### src/rtl/cpu_if_pkg.sv
// rtl/cpu_if_pkg.sv - shared types and constants for the instruction fetch prefetch queue
package cpu_if_pkg;

    localparam int ADDR_W = 32;
    localparam int INST_W = 32;
    localparam int ENTRY_W = ADDR_W + INST_W;

    localparam logic [ADDR_W-1:0] PC_INC = 32'd4;
    localparam logic [INST_W-1:0] NOP = 32'h0;

    typedef enum logic {
        ST_RUN     = 1'b0,
        ST_DISCARD = 1'b1
    } fetch_state_t;

    // Occupancy counter must represent 0..DEPTH inclusive
    function automatic int count_w(input int depth);
        return $clog2(depth) + 1;
    endfunction

endpackage

### src/rtl/cpu_if_fifo.sv
// rtl/cpu_if_fifo.sv - prefetch queue storage holding {pc, inst} entries
module cpu_if_fifo
    import cpu_if_pkg::*;
#(
    parameter int DEPTH = 4,
    localparam int PW = $clog2(DEPTH),
    localparam int CW = count_w(DEPTH)
) (
    input  logic               clk,
    input  logic               rst,
    input  logic               en,
    input  logic               clear,
    input  logic               push,
    input  logic [ENTRY_W-1:0] push_data,
    input  logic               pop,
    output logic [ENTRY_W-1:0] head,
    output logic [CW-1:0]      count
);

    logic [ENTRY_W-1:0] mem [DEPTH];
    logic [PW-1:0]      wr_ptr;
    logic [PW-1:0]      rd_ptr;

    assign head = mem[rd_ptr];

    // en low freezes everything, including reset and clear
    always_ff @(posedge clk) begin
        if (en) begin
            if (rst || clear) begin
                wr_ptr <= '0;
                rd_ptr <= '0;
                count  <= '0;
            end else begin
                if (push) begin
                    mem[wr_ptr] <= push_data;
                    wr_ptr      <= wr_ptr + 1'b1;
                end
                if (pop) begin
                    rd_ptr <= rd_ptr + 1'b1;
                end
                case ({push, pop})
                    2'b10:   count <= count + 1'b1;
                    2'b01:   count <= count - 1'b1;
                    default: count <= count;
                endcase
            end
        end
    end

endmodule

### src/rtl/cpu_if_pfq.sv
// rtl/cpu_if_pfq.sv - instruction fetch unit with prefetch queue and branch/jump flush
module cpu_if_pfq
    import cpu_if_pkg::*;
#(
    parameter int               DEPTH    = 4,
    parameter logic [ADDR_W-1:0] RESET_PC = 32'h0
) (
    input  logic              clk,
    input  logic              rst,
    input  logic              cpu_stall,
    input  logic              stall,
    input  logic              pc_b,
    input  logic [ADDR_W-1:0] b_addr,
    input  logic              pc_j,
    input  logic [ADDR_W-1:0] j_addr,
    output logic              imem_req,
    output logic [ADDR_W-1:0] imem_addr,
    input  logic              imem_ack,
    input  logic [INST_W-1:0] iin,
    output logic [ADDR_W-1:0] p_pc,
    output logic [INST_W-1:0] p_inst,
    output logic              p_valid
);

    localparam int CW = count_w(DEPTH);
    localparam logic [CW-1:0] DEPTH_C = CW'(DEPTH);

    fetch_state_t       state_q, state_d;
    logic [ADDR_W-1:0]  fpc_q, fpc_d;
    logic [ADDR_W-1:0]  daddr_q, daddr_d;
    logic [ADDR_W-1:0]  p_pc_d;
    logic [INST_W-1:0]  p_inst_d;
    logic               p_valid_d;

    logic               flush;
    logic [ADDR_W-1:0]  target;
    logic               ack;
    logic               push;
    logic               pop;
    logic [ENTRY_W-1:0] head;
    logic [CW-1:0]      count;

    cpu_if_fifo #(.DEPTH(DEPTH)) u_fifo (
        .clk       (clk),
        .rst       (rst),
        .en        (!cpu_stall),
        .clear     (flush),
        .push      (push),
        .push_data ({fpc_q, iin}),
        .pop       (pop),
        .head      (head),
        .count     (count)
    );

    always_comb begin
        flush     = pc_b | pc_j;
        target    = pc_b ? b_addr : j_addr;
        imem_req  = (state_q == ST_DISCARD) || (count < DEPTH_C);
        imem_addr = (state_q == ST_DISCARD) ? daddr_q : fpc_q;
        ack       = imem_ack && imem_req;

        state_d = state_q;
        fpc_d   = fpc_q;
        daddr_d = daddr_q;
        push    = 1'b0;

        case (state_q)
            ST_RUN: begin
                if (flush) begin
                    fpc_d = target;
                    // The in-flight request cannot be withdrawn; park its address
                    if (imem_req && !ack) begin
                        state_d = ST_DISCARD;
                        daddr_d = fpc_q;
                    end
                end else if (ack) begin
                    push  = 1'b1;
                    fpc_d = fpc_q + PC_INC;
                end
            end
            ST_DISCARD: begin
                if (flush) begin
                    fpc_d = target;
                end
                if (ack) begin
                    state_d = ST_RUN;
                end
            end
            default: state_d = ST_RUN;
        endcase

        pop       = !flush && !stall && (count != '0);
        p_pc_d    = p_pc;
        p_inst_d  = p_inst;
        p_valid_d = p_valid;
        if (flush) begin
            p_pc_d    = '0;
            p_inst_d  = NOP;
            p_valid_d = 1'b0;
        end else if (!stall) begin
            if (count != '0) begin
                p_pc_d    = head[ENTRY_W-1:INST_W];
                p_inst_d  = head[INST_W-1:0];
                p_valid_d = 1'b1;
            end else begin
                p_pc_d    = '0;
                p_inst_d  = NOP;
                p_valid_d = 1'b0;
            end
        end
    end

    always_ff @(posedge clk) begin
        if (!cpu_stall) begin
            if (rst) begin
                state_q <= ST_RUN;
                fpc_q   <= RESET_PC;
                daddr_q <= RESET_PC;
                p_pc    <= '0;
                p_inst  <= NOP;
                p_valid <= 1'b0;
            end else begin
                state_q <= state_d;
                fpc_q   <= fpc_d;
                daddr_q <= daddr_d;
                p_pc    <= p_pc_d;
                p_inst  <= p_inst_d;
                p_valid <= p_valid_d;
            end
        end
    end

endmodule

### config.mk
export PLATFORM = sky130hd
export DESIGN_NAME = cpu_if_pfq
export DESIGN_NICKNAME = d
export VERILOG_FILES = /design/src/rtl/cpu_if_pkg.sv /design/src/rtl/cpu_if_fifo.sv /design/src/rtl/cpu_if_pfq.sv
export SDC_FILE = /design/constraint.sdc
export NUM_CORES = 1
export LEC_CHECK = 0
export CORE_ASPECT_RATIO = 0.75
export CORE_UTILIZATION = 50
export DETAILED_ROUTE_END_ITERATION = 6
export GPL_ROUTABILITY_DRIVEN = 1
export PLACE_DENSITY = 0.75
export SYNTH_ARGS = -nofsm -noshare
export SYNTH_HDL_FRONTEND = slang
export SYNTH_HIERARCHICAL = 1
export SYNTH_SLANG_ARGS = --single-unit
export TNS_END_PERCENT = 50
### constraint.sdc
create_clock -name clk -period 5.79 [get_ports clk]
set_input_delay 1.4475 -clock clk [delete_from_list [all_inputs] [get_ports clk]]
set_output_delay 1.4475 -clock clk [all_outputs]
set_load 0.02 [all_outputs]
==> run_results.csv <==
group,metric,value,unit
timing,worstMarginPinSlew,1.34,ns
timing,totalNegativeSetupSlack,0,ns
synth,synthXorXnorAreaFrac,1.24,%
synth,synth_common_cells,"393 x edfxtp_1, 71 x and2_1, 60 x mux4_2",
synth,yosys.cell_count.top_type,"edfxtp_1",
synth,synth.net_count,988,
floorplanning,num_rows,56,
timing,rsz0062_at_grt,"no",
detailed_routing,routed_wirelength,32000,µm
critical_path,path_class,"flop to primary output",
power_and_ir_drop,p_per_area,313,nW/µm²
global_route,grtUsageTotal,19.7,%
clocking,clkTransAtPathRegs,0.06,ns
timing,fmax,238,MHz
synth,yosysSeqAreaShare,72.9,%
cells_and_area,stdcell_count,1545,
synth,synth_top_area_share,72.7,%
timing,drv_slew,0,
synth,synth_area,16200,µm²
synth,synth-compound-area-share,3.08,%
synth,netlist_top_cells_area,"edfxtp_1 73%, mux4_2 8.3%, and2_1 2.7%",
critical_path,startpoint_type,"flop",
timing,finalSetupViolCount,0,
cells_and_area,syn_to_final_growth,21.9,%
critical_path,cp_num_buf_inv,2,
clocking,cts-resized-gates,0,
timing,fin_skew,0.0193,ns
synth,synthAdderAreaFrac,0.462,%
power_and_ir_drop,pwr-share-comb,7.8,%
run_status,status,"completed",
power_and_ir_drop,power_frac_seq,53.3,%
power_and_ir_drop,p_leak,0.00643,µW
detailed_routing,dr_total_vias,8502,
critical_path,crit_path_cell_trace,"buf_4, mux2_2, clkdlybuf4s50_1",
power_and_ir_drop,p_int,4870,µW
flow_run,drv_cap,0,
clocking,ctsHtreeMaxLevel,2,
critical_path,worst_ep_arrival_time,2.75,ns
global_route,grt_max_degree,67,
detailed_routing,ant_nets,0,
cells_and_area,fillCellCount,2229,
critical_path,critical_path.top_delay_family,"buffers and inverters",
power_and_ir_drop,swShare,21.4,%
clocking,cts.sinks,395,
clocking,cts_max_path_buffers,3,
timing,relSlewSlack,10.7,%
detailed_routing,dr.pass1.iters,4,
synth,synth_edf_count,393,
cells_and_area,regArea,11800,µm²
timing,period_share,72.5,%
timing,finalHoldViolCount,0,
critical_path,required,4.34,ns
synth,yosys_warnings,6,
place,place_congestion,0.787,
detailed_routing,avgViaCountPerCell,5.50,
global_route,antenna_found_initial,0,
clocking,ctsHoldBuffers,0,
floorplanning,start_util,51.4,%
detailed_routing,route.detailed.drc,0,
floorplanning,num_io_pins,201,
detailed_routing,drt-wirelength-per-cell,20.7,µm
place,hpwl,19900,µm
power_and_ir_drop,peakVddDrop,174,µV
synth,synth_top_family_by_area,"multiplexers",
global_route,gr-total-overflow,0,
floorplanning,die_h,158,µm
power_and_ir_drop,clkPwrFrac,38.9,%
critical_path,slowest_stage,"edfxtp_1",
min_path,hp-class,"flop to flop",
synth,synth_area_leader_cell,"edfxtp_1",
cells_and_area,drive_gt1_share,16.0,%
synth,synthFlopType,"edfxtp_1",
place,dp_cells,1476,
global_route,grt_pass1_vias,8399,
place,port_buffers,200,
synth,synth_async_sr_flop_share,0,%
clocking,cts_inserted_buffers,38,
synth,ys_seq_elements,395,
synth,synthMuxAreaShare,11.9,%
synth,synth-simple-area-share,8.19,%
clocking,cts_tree,"built",
timing,finalCriticalPeriod,4.20,ns
floorplanning,coreArea,31600,µm²
power_and_ir_drop,switchingPower,1330,µW
clocking,clock_latency,0.53,ns
synth,syn_area_per_cell,18.5,µm²
clocking,ctsRootBufferMaster,"clkbuf_16",
cells_and_area,nNetsFinal,1190,
critical_path,critPathMaxFanout,23,
timing,hold_ws,0.636,ns
floorplanning,die_w,210,µm
detailed_routing,drtIter0Drc,716,
synth,synth_cell_types,47,
clocking,cts_setup_buffers,0,
floorplanning,dieArea,33200,µm²
synth,synthCells,879,
critical_path,cp-end-kind,"primary output",
critical_path,slowest_delay,0.78,ns
cells_and_area,multi_input_area,4080,µm²
global_route,grt_pass1_wl,48900,µm
[metal layers]
metal	wire, µm	GRT usage (%)	up-vias
li1	-	-	3866
met1	14600	29.0	4284
met2	14500	30.0	312
met3	2440	4.56	40
met4	476	4.31	0
met5	0	0	-
[cells in the final DEF (no fill, tap or decap), types with 6 or more instances in the layout]
master and instances:
mux4_2 60, nand2_1 18, nor2_1 32, buf_4 11, and2_1 67, nand3_1 7, edfxtp_1 393, clkbuf_16 39
a211oi_1 42, mux2i_1 16, nor3_2 7, inv_1 9, clkinv_1 7, clkdlybuf4s50_1 198, clkbuf_1 10, ha_1 6
and3_1 6, mux2_2 28, nor2b_1 47, o21ai_0 10, xnor2_1 20, or3_1 8, a311oi_1 6
[registers in the layout (all words and copies together), names as in the netlist, named ones only]
name           flops
u_fifo/mem       256
daddr_q           32
fpc_q             32
p_inst            32
p_pc              32
u_fifo/count       3
u_fifo/rd_ptr      2
u_fifo/wr_ptr      2
p_valid            1
state_q            1
[logic make-up after synthesis]
group	after synthesis
flip-flops	395
multiplexers	108
adder cells (fa/ha/maj)	6
AND/OR/NAND/NOR	219
buffers and inverters	58
AO/OA/AOI/OAI	70
XOR/XNOR	23
[layout make-up]
cell class / instances / share of cell area [%]
well taps: 435 / 2.75
diodes: 1 / 0.0126
clock inverters: 17 / 0.816
clock buffers: 51 / 5.26
inverters: 9 / 0.171
flip-flops and latches: 395 / 59.9
multi-input cells: 426 / 20.6
repair buffers: 211 / 10.5
[worst reg2reg max path, cell delays in order, from the launching register on]
cell and delay (ns):
edfxtp_1 0.67, nor2_1 0.19, nand2_1 0.12, nor2_1 0.25, and3_1 0.27, and2_4 0.79
[path summary, 6_finish.rpt]
check | cells after the start | from | slack (ns) | endpoint
setup / recovery | 3 | state_q$_SDFFCE_PP0N_ | 1.59 | imem_addr[10]
hold / removal | 1 | u_fifo/rd_ptr[0]$_SDFFCE_PP0N_ | 0.64 | flop
setup reg to reg | 5 | state_q$_SDFFCE_PP0N_ | 3.05 | u_fifo/mem[0][11]$_DFFE_PP_
hold reg to reg | 1 | u_fifo/rd_ptr[0]$_SDFFCE_PP0N_ | 0.64 | flop
[power groups by stage]
stage / clock network (µW) / logic, µW / registers [µW]
after detailed placement: 0 / 482 / 3370
after CTS: 2460 / 485 / 3300
after global routing: 2570 / 514 / 3310
after floorplan: 0 / 249 / 3350
final: 2410 / 480 / 3300
after global placement: 0 / 476 / 3360
[stage by stage]
| stage | cell area [µm²] | utilization (%) | setup slack [ns] | total power [µW] |
|---|---|---|---|---|
| 6_report | 19800 | 62.6 | 1.59 | 6200 |
| 5_1_grt | 19800 | 62.6 | 1.47 | 6390 |
| 4_1_cts | 19800 | 62.6 | 1.57 | 6250 |
| 3_5_place_dp | 18600 | 58.8 | 1.67 | 3850 |
| 3_3_place_gp | 18600 | 58.8 | 1.81 | 3840 |
| 2_1_floorplan | 16200 | - | 1.42 | 3600 |
No activity file was read; power rests on OpenSTA's default activity.
